===== config.mk =====
export PLATFORM = sky130hd
export DESIGN_NAME = pc_ctrl
export DESIGN_NICKNAME = d
export VERILOG_FILES = /design/src/rtl/pc_ctrl.sv
export SDC_FILE = /design/constraint.sdc
export NUM_CORES = 1
export LEC_CHECK = 0
export ABC_AREA = 1
export BUFFER_PORTS_ARGS = -buffer_cell sky130_fd_sc_hd__clkbuf_2
export CAP_MARGIN = 20
export CORE_ASPECT_RATIO = 1.4
export CORE_MARGIN = 2
export CORE_UTILIZATION = 62
export DETAILED_ROUTE_END_ITERATION = 6
export GPL_TIMING_DRIVEN = 0
export PLACE_DENSITY = 0.88
export SKIP_CTS_REPAIR_TIMING = 1
export SLEW_MARGIN = 15
export SYNTH_ARGS = -nofsm -noshare
export SYNTH_HDL_FRONTEND = slang
export SYNTH_SLANG_ARGS = --single-unit
export TNS_END_PERCENT = 30

===== constraint.sdc =====
create_clock -name clk -period 7 [get_ports clk]
set_clock_uncertainty 0.1 [all_clocks]
set_input_delay 1.75 -clock clk [delete_from_list [all_inputs] [get_ports clk]]
set_output_delay 1.75 -clock clk [all_outputs]
set_load 0.01 [all_outputs]

===== src/rtl/pc_ctrl.sv =====
// pc_ctrl: program-counter and carry-flag controller for the 9-bit CPU.
// Walks the PC through instruction ROM, redirects it on taken branches
// through a small branch-target LUT, holds the ALU carry flag, and provides
// the start/done handshake to the host.
//
// Build option: define PC_CTRL_FLUSH_EN to insert a one-cycle FLUSH bubble
// after every taken branch. Without it, a taken branch redirects the PC with
// no bubble and fetch_valid stays high.
module pc_ctrl #(
   parameter int PC_W      = 10,
   parameter int LUT_DEPTH = 16,
   localparam int IDX_W    = (LUT_DEPTH > 1) ? $clog2(LUT_DEPTH) : 1
) (
   input  logic             clk,
   input  logic             reset,
   input  logic             start,
   input  logic             halt,
   input  logic             branch_en,
   input  logic             taken,
   input  logic [IDX_W-1:0] lut_idx,
   input  logic             carry_we,
   input  logic             carry_out,
   input  logic             lut_we,
   input  logic [IDX_W-1:0] lut_waddr,
   input  logic [PC_W-1:0]  lut_wdata,
   output logic [PC_W-1:0]  pc,
   output logic             fetch_valid,
   output logic             carry_q,
   output logic             done
);

`ifdef PC_CTRL_FLUSH_EN
   typedef enum logic [1:0] {
      IDLE  = 2'd0,
      RUN   = 2'd1,
      FLUSH = 2'd2,
      DONE  = 2'd3
   } state_t;
`else
   typedef enum logic [1:0] {
      IDLE  = 2'd0,
      RUN   = 2'd1,
      DONE  = 2'd3
   } state_t;
`endif

   localparam logic [PC_W-1:0] PC_MAX = {PC_W{1'b1}};

   state_t           state;
   state_t           state_next;
   logic [PC_W-1:0]  pc_next;
   logic [PC_W-1:0]  lut_mem [LUT_DEPTH];
   logic [PC_W-1:0]  lut_rdata;
   logic             branch_hit;
   logic             pc_at_max;
   logic             lut_wr_ok;
   logic             restart;

   assign branch_hit = branch_en & taken;
   assign pc_at_max  = (pc == PC_MAX);
   assign restart    = start & ((state == IDLE) | (state == DONE));
   assign lut_wr_ok  = lut_we & ((state == IDLE) | (state == DONE))
                       & (32'(lut_waddr) < LUT_DEPTH);

   // Branch-target read; an index past the end of a non-power-of-2 table reads as 0
   always_comb begin
      lut_rdata = '0;
      if (32'(lut_idx) < LUT_DEPTH) begin
         lut_rdata = lut_mem[lut_idx];
      end
   end

   // State register: the only place the FSM state changes
   always_ff @(posedge clk or posedge reset) begin
      if (reset) begin
         state <= IDLE;
      end else begin
         state <= state_next;
      end
   end

   // Next-state and next-PC decision; in RUN the priority is halt, then a
   // taken branch, then the runaway guard at the top of ROM, then PC+1
   always_comb begin
      state_next = state;
      pc_next    = pc;
      case (state)
         IDLE: begin
            pc_next = '0;
            if (start) begin
               state_next = RUN;
            end
         end
         RUN: begin
            if (halt) begin
               state_next = DONE;
            end else if (branch_hit) begin
               pc_next = lut_rdata;
`ifdef PC_CTRL_FLUSH_EN
               state_next = FLUSH;
`else
               state_next = RUN;
`endif
            end else if (pc_at_max) begin
               state_next = DONE;
            end else begin
               pc_next = pc + 1'b1;
            end
         end
`ifdef PC_CTRL_FLUSH_EN
         FLUSH: begin
            state_next = RUN;
         end
`endif
         DONE: begin
            if (start) begin
               state_next = RUN;
               pc_next    = '0;
            end
         end
         default: begin
            state_next = IDLE;
            pc_next    = '0;
         end
      endcase
   end

   // Handshake outputs are decoded from the registered state only, so no
   // input can reach an output combinationally
   always_comb begin
      fetch_valid = 1'b0;
      done        = 1'b0;
      case (state)
         RUN:     fetch_valid = 1'b1;
         DONE:    done        = 1'b1;
         default: begin
            fetch_valid = 1'b0;
            done        = 1'b0;
         end
      endcase
   end

   // Program counter register
   always_ff @(posedge clk or posedge reset) begin
      if (reset) begin
         pc <= '0;
      end else begin
         pc <= pc_next;
      end
   end

   // Carry flag: a (re)start clears it, otherwise an executing instruction
   // with carry_we loads the ALU carry, even alongside halt or a taken branch
   always_ff @(posedge clk or posedge reset) begin
      if (reset) begin
         carry_q <= 1'b0;
      end else if (restart) begin
         carry_q <= 1'b0;
      end else if (carry_we && fetch_valid) begin
         carry_q <= carry_out;
      end
   end

   // Branch-target table; writes only land while the program is not running,
   // so they can never collide with a branch read
   always_ff @(posedge clk or posedge reset) begin
      if (reset) begin
         for (int i = 0; i < LUT_DEPTH; i++) begin
            lut_mem[i] <= '0;
         end
      end else if (lut_wr_ok) begin
         lut_mem[lut_waddr] <= lut_wdata;
      end
   end

endmodule


==> impl_metrics.json, run 1 <==
{
  "status": "completed",
  "core-area_um2": 13450,
  "syn_to_final_growth_pct": 12.38,
  "grt_pass1_vias": 7684,
  "insertion_delay_ps": 440,
  "netlist.area_leader.share_pct": 50.61,
  "die_w_um": 103.3,
  "track_usage_pct": 37.31,
  "die_h_um": 143.0,
  "clk_pin_slew_ps": 70,
  "drt_wl_total_um": 25590,
  "worst_slack_ps": 3810,
  "drive_gt1_share_pct": 9.746,
  "grt_setup_unrepaired": "no",
  "fmax_mhz": 313.4,
  "place_ws_ps": 3806,
  "hpwl_um": 16420,
  "cp-start-kind": "flop",
  "antenna_found_initial": 0,
  "finalCriticalPeriod_ps": 3190,
  "cts.sinks": 173,
  "place_area_um2": 8996,
  "power.leakage_nw": 4.887,
  "finalSetupViolations": 0,
  "worstSetupPathType": "reg -> out",
  "place.port_buffers": 36,
  "post_drt_wl_per_cell_um": 18.24,
  "via_count": 8271,
  "synth_cell_type_count": 27,
  "syn_avg_cell_area_um2": 7.425,
  "ios": 40,
  "cts-buffers-inserted": 17,
  "powerDensity_nw_per_um2": 382.5,
  "fin_nets": 1239,
  "synthesis.nets": 1183,
  "htreeDepth": 4,
  "clockBufferDepth": 2,
  "hold_class": "reg -> reg",
  "arrival_ps": 1340,
  "drv_slew": 0,
  "die-area_um2": 14760,
  "route.detailed.drc": 0,
  "syn_inst": 1152,
  "worstMarginPinSlew_ps": 754.1,
  "yosys-top-cells-area": "dfrtp_1, nand2_1, nand3_1, o21ai_0, inv_1",
  "drtPass1Iterations": 7,
  "synth_compound_area_share_pct": 10.28,
  "end_kind": "primary output",
  "initial_utilization_pct": 63.59,
  "clockRootBuffer": "clkbuf_16",
  "grt_overflow": 0,
  "synthAdderAreaFrac_pct": 0.5851,
  "synth_top_family_by_area": "simple AND/OR/NAND/NOR gates",
  "grt_max_degree": 93,
  "ys_ff_latch": 173,
  "ys_seq_area_share_pct": 50.61,
  "fin_crit_sh_pct": 45.58,
  "maxCapViolations": 0,
  "cp_max_fo": 6,
  "ff2ff_setup_slack_ps": 4870,
  "required_ps": 5150,
  "synth_area_um2": 8553,
  "postRouteAntennaNets": 0,
  "worst_slew_margin_rel_pct": 49.73,
  "synth-simple-area-share_pct": 29.86,
  "drt-vias-per-instance": 5.895,
  "vdd_drop_max_mv": 0.2091,
  "gp_congestion": 0.9833,
  "diodes": 0,
  "yosys_warnings": 0,
  "final.setup.tns_ps": 0,
  "num_rows": 50,
  "yosys.area.top_type": "dfrtp_1",
  "cts_tree": "built",
  "synth_xor_area_share_pct": 0.1024,
  "hold_viol": 0,
  "grt_pass1_wl_um": 40720,
  "synthMuxAreaShare_pct": 0,
  "final_cell_area_um2": 9612,
  "drtIter0Drc": 1022
}
[sequential cells by signal, indices dropped and copies added (netlist names)]
name,cells
lut_mem,160
pc,10
state,2
carry_q,1
[final cells by class]
cell class	count	area (um2)
fill	1031	3839
tap	182	227.7
clock inverter	13	162.7
timing repair buffer	37	207.7
inverter	102	392.9
sequential	173	4329
buffer	75	346.6
clock buffer	19	452.9
multi-input combinational	802	3492
[path summary, 6_finish.rpt]
check                                                end  cells past startpoint                    start
worst min register to register   lut_mem[75]$_DFFE_PP0P_                      2  lut_mem[75]$_DFFE_PP0P_
worst max register to register  lut_mem[113]$_DFFE_PP0P_                      8     state[0]$_DFFE_PP0P_
worst min-delay path             lut_mem[75]$_DFFE_PP0P_                      2  lut_mem[75]$_DFFE_PP0P_
min in group asynchronous       lut_mem[145]$_DFFE_PP0P_                      2                    reset
max in group asynchronous        lut_mem[42]$_DFFE_PP0P_                      3                    reset
worst max-delay path                         fetch_valid                      3     state[1]$_DFFE_PP0P_
[per-stage QoR]
step	util [%]	hold WS, ps	std cells	total power (W)
2_1_floorplan	-	352.9	1152	0.002363
3_3_place_gp	66.62	365.8	1370	0.002581
3_5_place_dp	66.88	373.1	1371	0.002634
4_1_cts	71.46	388.8	1403	0.003637
5_1_grt	71.46	405.4	1403	0.003917
6_report	71.46	382.1	1403	0.003677
[worst max-delay path: stages, from the launching register on]
cell and delay, ps:
dfrtp_1 410, inv_1 80, ha_1 240, clkbuf_2 170
[placed cells by master, fill, tap and decap left out, drive strengths merged]
cell type,synthesis,routed
nand2,462,462
nor3,4,4
nand4,2,2
clkbuf,41,96
nand3,125,125
ha,4,4
xor2,1,1
or2,2,2
o21ai,168,168
a22oi,1,1
clkinv,1,8
bufinv,0,3
a21oi,4,4
inv,101,104
dfrtp,173,173
nor2,29,29
buf,34,35
[per-layer routing]
metal,routed length (um),vias to the layer above,global-route usage (%)
met5,0,-,0
met4,1780,0,22.30
met3,2850,132,7.587
met2,11670,602,57.89
met1,9292,3802,48.05
li1,-,3735,-
[cell families after synthesis]
| group | after synthesis |
|---|---|
| simple gates | 624 |
| fa+ha+maj | 4 |
| xor+xnor | 1 |
| buf+inv | 177 |
| compound gates | 173 |
| flops | 173 |
[where the power goes]
part	internal (W)	switching [W]
combinational	0.000380	0.000601
clock	0.000583	0.000416
sequential	0.00143	0.000263
total	0.00240	0.00128
[synth_stat cells]
cell type  instances
clkinv_1           1
o21ai_0          121
inv_2              3
or2_2              2
nor3_1             1
nor2_1            26
nand4_1            2
buf_4              9
ha_1               4
buf_1              1
nand3_1          125
nor2_2             3
inv_1             97
o21ai_1           46
nand2_1          460
clkbuf_1          40
buf_2             24
nor3_4             2
dfrtp_1          173
clkbuf_2           1
inv_4              1
o21ai_4            1
a22oi_1            1
nor3_2             1
nand2_2            2
a21oi_1            4
xor2_1             1
Note: power is estimated with default switching activity, not from simulation.
==> run 2, diff against run 1 <==
Settings changed: CORE_UTILIZATION 62 to 56, PLACE_DENSITY 0.88 to 0.85.
Clock period 7 ns to 2.64 ns, I/O delays scaled along.
==> run 2 against run 1 <==
  * The run now ends with design-rule violations left
  * Final cell count rose by 1.0%
  * Highest routed layer unchanged
  * Setup slack got worse by 3300 ps
  * Wire length shrank 3.2%
  * Largest cell class unchanged
  * Combinational power grew to 2.6 times the previous value
  * Register-to-register slack worse by 4300 ps
  * Clock power increased to 2.5 times the previous value
  * First-iteration DRC count fell by 12%
  * Sequential share of layout area fell by 0.24 points
==> impl_metrics.json, run 2 (synthesis gave the netlist of run 1 again) <==
{
  "hold_class": "in -> async",
  "final_cell_mix": "nand2_1, dfrtp_1, nand3_1",
  "worst_slack_ps": 535.0,
  "worst_slew_margin_rel_pct": 46.36,
  "violations": "design-rule violations",
  "top_usage_layer": "met2",
  "antenna_found_initial": 0,
  "cts.sinks": 173,
  "crit_end": "fetch_valid",
  "arrival_ps": 1340,
  "vdd_drop_max_mv": 0.5368,
  "met1_usage_pct": 39.82,
  "fin_nets": 1243,
  "grt_max_degree": 36,
  "finalCoreUtilization_pct": 64.48,
  "grt_setup_unrepaired": "no",
  "cp-start-kind": "flop",
  "route.detailed.drc": 2,
  "clockRootBuffer": "clkbuf_16",
  "met2_usage_pct": 51.53,
  "postRouteAntennaNets": 0,
  "ff2ff_setup_slack_ps": 540,
  "finalCriticalPeriod_ps": 2105,
  "drtPass1Iterations": 7,
  "track_usage_pct": 32.33,
  "post_drt_wl_per_cell_um": 17.48,
  "r2r_start": "state[0]$_DFFE_PP0P_",
  "worstSetupPathType": "reg -> out",
  "fmax_mhz": 475.1,
  "largest_reg_flops": 160,
  "rr_worst_depth": 8,
  "reg.largest.list": "lut_mem: 160 flops, pc: 10 flops, state: 2 flops",
  "insertion_delay_ps": 430,
  "gp_congestion": 0.9792,
  "clockBufferDepth": 2,
  "num_rows": 53,
  "hold_viol": 0,
  "grt_overflow": 0,
  "via_count": 8081,
  "place.port_buffers": 36,
  "drv_slew": 0,
  "hpwl_um": 17260,
  "syn_to_final_growth_pct": 12.98,
  "ios": 40,
  "core-area_um2": 14990,
  "drt_wl_total_um": 24770,
  "fin_crit_sh_pct": 79.73,
  "maxCapViolations": 0,
  "drtIter0Drc": 903,
  "end_kind": "primary output",
  "drt-vias-per-instance": 5.703,
  "crit_start": "state[1]$_DFFE_PP0P_",
  "top_register": "lut_mem",
  "stdcell_count": 1417,
  "clk_pin_slew_ps": 60,
  "final_common_cell": "nand2_1",
  "final.setup.tns_ps": 0,
  "status": "finished with violations",
  "die_h_um": 150.2,
  "fillers": 1270,
  "worstMarginPinSlew_ps": 804.6,
  "die_w_um": 108.5,
  "cts_tree": "built",
  "cts-buffers-inserted": 17,
  "drive_gt1_share_pct": 10.04,
  "initial_utilization_pct": 57.07,
  "place_ws_ps": 481.2,
  "required_ps": 1880,
  "hold-worst-slack_ps": 194.2,
  "finalSetupViolations": 0,
  "power.leakage_nw": 4.898,
  "cp_max_fo": 6,
  "diodes": 0,
  "powerDensity_nw_per_um2": 994.3,
  "grt_pass1_wl_um": 39820,
  "reg2reg_to": "lut_mem[60]$_DFFE_PP0P_",
  "die-area_um2": 16290,
  "use_met3_pct": 6.710,
  "grt_pass1_vias": 7716,
  "htreeDepth": 4,
  "place_inst": 1385
}
-- run 2: cell types whose count changed in the layout (fill, tap and decap cells not counted) --
cell	change
buf_12	+5
buf_16	-1
bufinv_16	-1
clkbuf_8	-2
clkinv_4	-1
clkinvlp_4	+2
inv_6	+2
-- run 2: critical path, stage by stage (launching register included) --
cell	delay [ps]
dfrtp_1	420
inv_1	70
ha_1	250
clkbuf_2	170
-- run 2: stage by stage --
| stage | area (um2) | total power (W) |
|---|---|---|
| finish | 9663 | 0.009608 |
| global route | 9663 | 0.01026 |
| CTS | 9663 | 0.009561 |
| detailed placement | 9077 | 0.007015 |
| global placement | 8977 | 0.006850 |
| floorplan | 8557 | 0.006266 |
-- run 2: how the worst min path moves through the flow --
stage | startpoint | slack, ps | cells past startpoint | to
floorplan | lut_mem[120]$_DFFE_PP0P_ | 350 | 2 | lut_mem[120]$_DFFE_PP0P_
global placement | lut_mem[102]$_DFFE_PP0P_ | 370 | 2 | lut_mem[102]$_DFFE_PP0P_
detailed placement | lut_mem[127]$_DFFE_PP0P_ | 370 | 2 | lut_mem[127]$_DFFE_PP0P_
CTS | reset | 210 | 2 | lut_mem[125]$_DFFE_PP0P_
global route | reset | 240 | 2 | lut_mem[125]$_DFFE_PP0P_
finish | reset | 190 | 2 | lut_mem[86]$_DFFE_PP0P_
-- run 2: final cells by class --
cell class                 count  area [um2]  share of cell area (%)
timing repair buffer          41       280.3                   2.900
clock inverter                15       160.2                   1.657
tap                          192       240.2                   2.486
buffer                        75       346.6                   3.587
clock buffer                  17       425.4                   4.402
inverter                     102       389.1                   4.027
sequential                   173        4329                   44.80
multi-input combinational    802        3492                   36.14
-- run 2: power by group --
group          leakage [nW]  switching (W)  internal [W]  total [W]
clock network         0.290        0.00111       0.00141    0.00252
logic                  2.34        0.00157       0.00102    0.00259
registers              2.26       0.000700       0.00380    0.00450
total                  4.90        0.00338       0.00623    0.00961
-- run 2: metal layers --
metal	vias to the layer above	share of wire (%)
met5	-	0
met4	0	6.7
met3	112	9.4
met2	448	47
met1	3769	37
li1	3752	-
==> run 3, diff against run 2 <==
Settings changed: CORE_UTILIZATION 56 to 62, PLACE_DENSITY 0.85 to 0.88.
Clock period 2.64 ns to 2.2 ns, I/O delays scaled along.
==> run 3 against run 2 <==
  * First-iteration DRC count is 3.4% lower
  * Highest routed layer unchanged
  * Core utilization is 7.3 points higher
  * Critical endpoint is now lut_mem[72]$_DFFE_PP0P_
  * Clock-buffer cell count is 1 higher
  * Critical path depth is 5 higher
  * Non-clock buffer count stayed put
  * Final area hardly changed
  * The flow still finishes with violations (design-rule violations)
  * Via count is 2.5% higher
  * Global-route usage is 4.6 points higher
  * Clock power is 21% higher
  * Sequential share of layout area hardly changed
==> impl_metrics.json, run 3 (synthesis gave the netlist of run 1 again) <==
{
  "clockRootBuffer": "clkbuf_16",
  "powerDensity_nw_per_um2": 1199,
  "grt_setup_unrepaired": "yes",
  "status": "finished with violations",
  "fillers": 1032,
  "stdcell_count": 1407,
  "gp_congestion": 0.9614,
  "maxCapViolations": 0,
  "cts.sinks": 173,
  "required_ps": 2450,
  "syn_to_final_growth_pct": 12.95,
  "route.detailed.drc": 1,
  "core-area_um2": 13450,
  "htreeDepth": 4,
  "top_register": "lut_mem",
  "drtPass1Iterations": 7,
  "cpMostUsedCell": "nand2_1",
  "grt_pass1_vias": 7910,
  "worstSetupPathType": "reg -> reg",
  "violations": "design-rule violations",
  "arrival_ps": 2360,
  "slowest_delay_ps": 500,
  "clockBufferDepth": 2,
  "fin_crit_sh_pct": 95.95,
  "grt_overflow": 0,
  "finalCriticalPeriod_ps": 2111,
  "end_kind": "flop",
  "drive_gt1_share_pct": 10.12,
  "crit_slowest_cell": "clkbuf_1",
  "drtIter0Drc": 872,
  "largest_reg_flops": 160,
  "cp-start-kind": "flop",
  "vdd_drop_max_mv": 0.6189,
  "hold_class": "in -> async",
  "final_common_cell": "nand2_1",
  "fin_nets": 1243,
  "ios": 40,
  "finalSetupViolations": 0,
  "drv_slew": 0,
  "place_inst": 1375,
  "die_w_um": 103.3,
  "cp_max_fo": 10,
  "final_cell_mix": "nand2_1, dfrtp_1, nand3_1",
  "die_h_um": 143.0,
  "seq_area_um2": 4329,
  "drt-vias-per-instance": 5.886,
  "cts-buffers-inserted": 17,
  "hold_viol": 0,
  "fmax_mhz": 473.7,
  "place_ws_ps": 128.5,
  "worst_slack_ps": 89.18,
  "drt_wl_total_um": 25460,
  "insertion_delay_ps": 430,
  "cts_tree": "built",
  "reg.largest.list": "lut_mem: 160 flops, pc: 10 flops, state: 2 flops",
  "track_usage_pct": 36.91,
  "total_power_w": 0.01158,
  "num_rows": 50,
  "multiInputGateArea_um2": 3492,
  "antenna_found_initial": 0,
  "initial_utilization_pct": 63.59,
  "power.leakage_nw": 4.902,
  "worstMarginPinSlew_ps": 831.9,
  "hpwl_um": 16900,
  "via_count": 8281,
  "grt_pass1_wl_um": 40230,
  "clk_pin_slew_ps": 70,
  "grt_max_degree": 37,
  "postRouteAntennaNets": 0,
  "diodes": 0,
  "post_drt_wl_per_cell_um": 18.10,
  "die-area_um2": 14760,
  "place.port_buffers": 36,
  "hold-worst-slack_ps": 12.03,
  "worst_slew_margin_rel_pct": 44.54,
  "path_cells": "inv_1 > ha_1 > nand2_2 > nor3_4 > nand2_1 > clkbuf_1 > nand2_1 > o21ai_0"
}
-- run 3: changes by cell type in the layout (fill, tap and decap cells not counted) --
cell and change:
clkbuf_2 +2, buf_12 -1, clkbuf_1 -1, clkinv_4 +2, inv_8 -1, buf_16 +1, clkinv_2 -2
-- run 3: worst paths after layout --
kind                                          startpoint                       end  slack (ps)  cells after the start
worst max-delay path                state[0]$_DFFE_PP0P_   lut_mem[72]$_DFFE_PP0P_          90                      8
worst min-delay path                               reset   lut_mem[84]$_DFFE_PP0P_          10                      2
worst max register to register      state[0]$_DFFE_PP0P_   lut_mem[72]$_DFFE_PP0P_          90                      8
worst min register to register  lut_mem[144]$_DFFE_PP0P_  lut_mem[144]$_DFFE_PP0P_         390                      2
max in group asynchronous                          reset   lut_mem[39]$_DFFE_PP0P_        1200                      4
min in group clk                                   start       carry_q$_DFFE_PP0P_         230                      2
-- run 3: per-stage QoR --
step | cell area [um2] | util (%) | TNS, ps
after detailed placement | 9072 | 67.45 | 0
after CTS | 9658 | 71.80 | 0
after global placement | 8965 | 66.65 | -278810
after floorplan | 8557 | - | -114300
final | 9661 | 71.82 | 0
after global routing | 9661 | 71.82 | -0.8324
-- run 3: cell type report --
type                       instances  area share (%)
multi-input combinational        802           36.15
sequential                       173           44.81
tap                              182           2.357
clock inverter                    14           1.619
clock buffer                      18           4.442
timing repair buffer              41           2.979
buffer                            75           3.614
inverter                         102           4.028
-- run 3: critical path: cells and delay by family (launching register included) --
family / cells / cell delay, ps
buffers and inverters: 2 / 560
AOI/OAI and AO/OA: 1 / 110
and+or+nand+nor: 4 / 520
DFF: 1 / 400
adders and majority gates: 1 / 340
-- run 3: report_power, final --
part	internal, W	switching, W
sequential	0.00456	0.000827
combinational	0.00123	0.00193
clock	0.00169	0.00135
-- run 3: layer usage --
metal  share of wire, %  global-route usage [%]  wire (um)
met1                 36                   46.08       9116
met2                 47                   57.01      11880
met3                 11                   8.419       2770
met4                6.7                   24.38       1694
met5                  0                       0          0
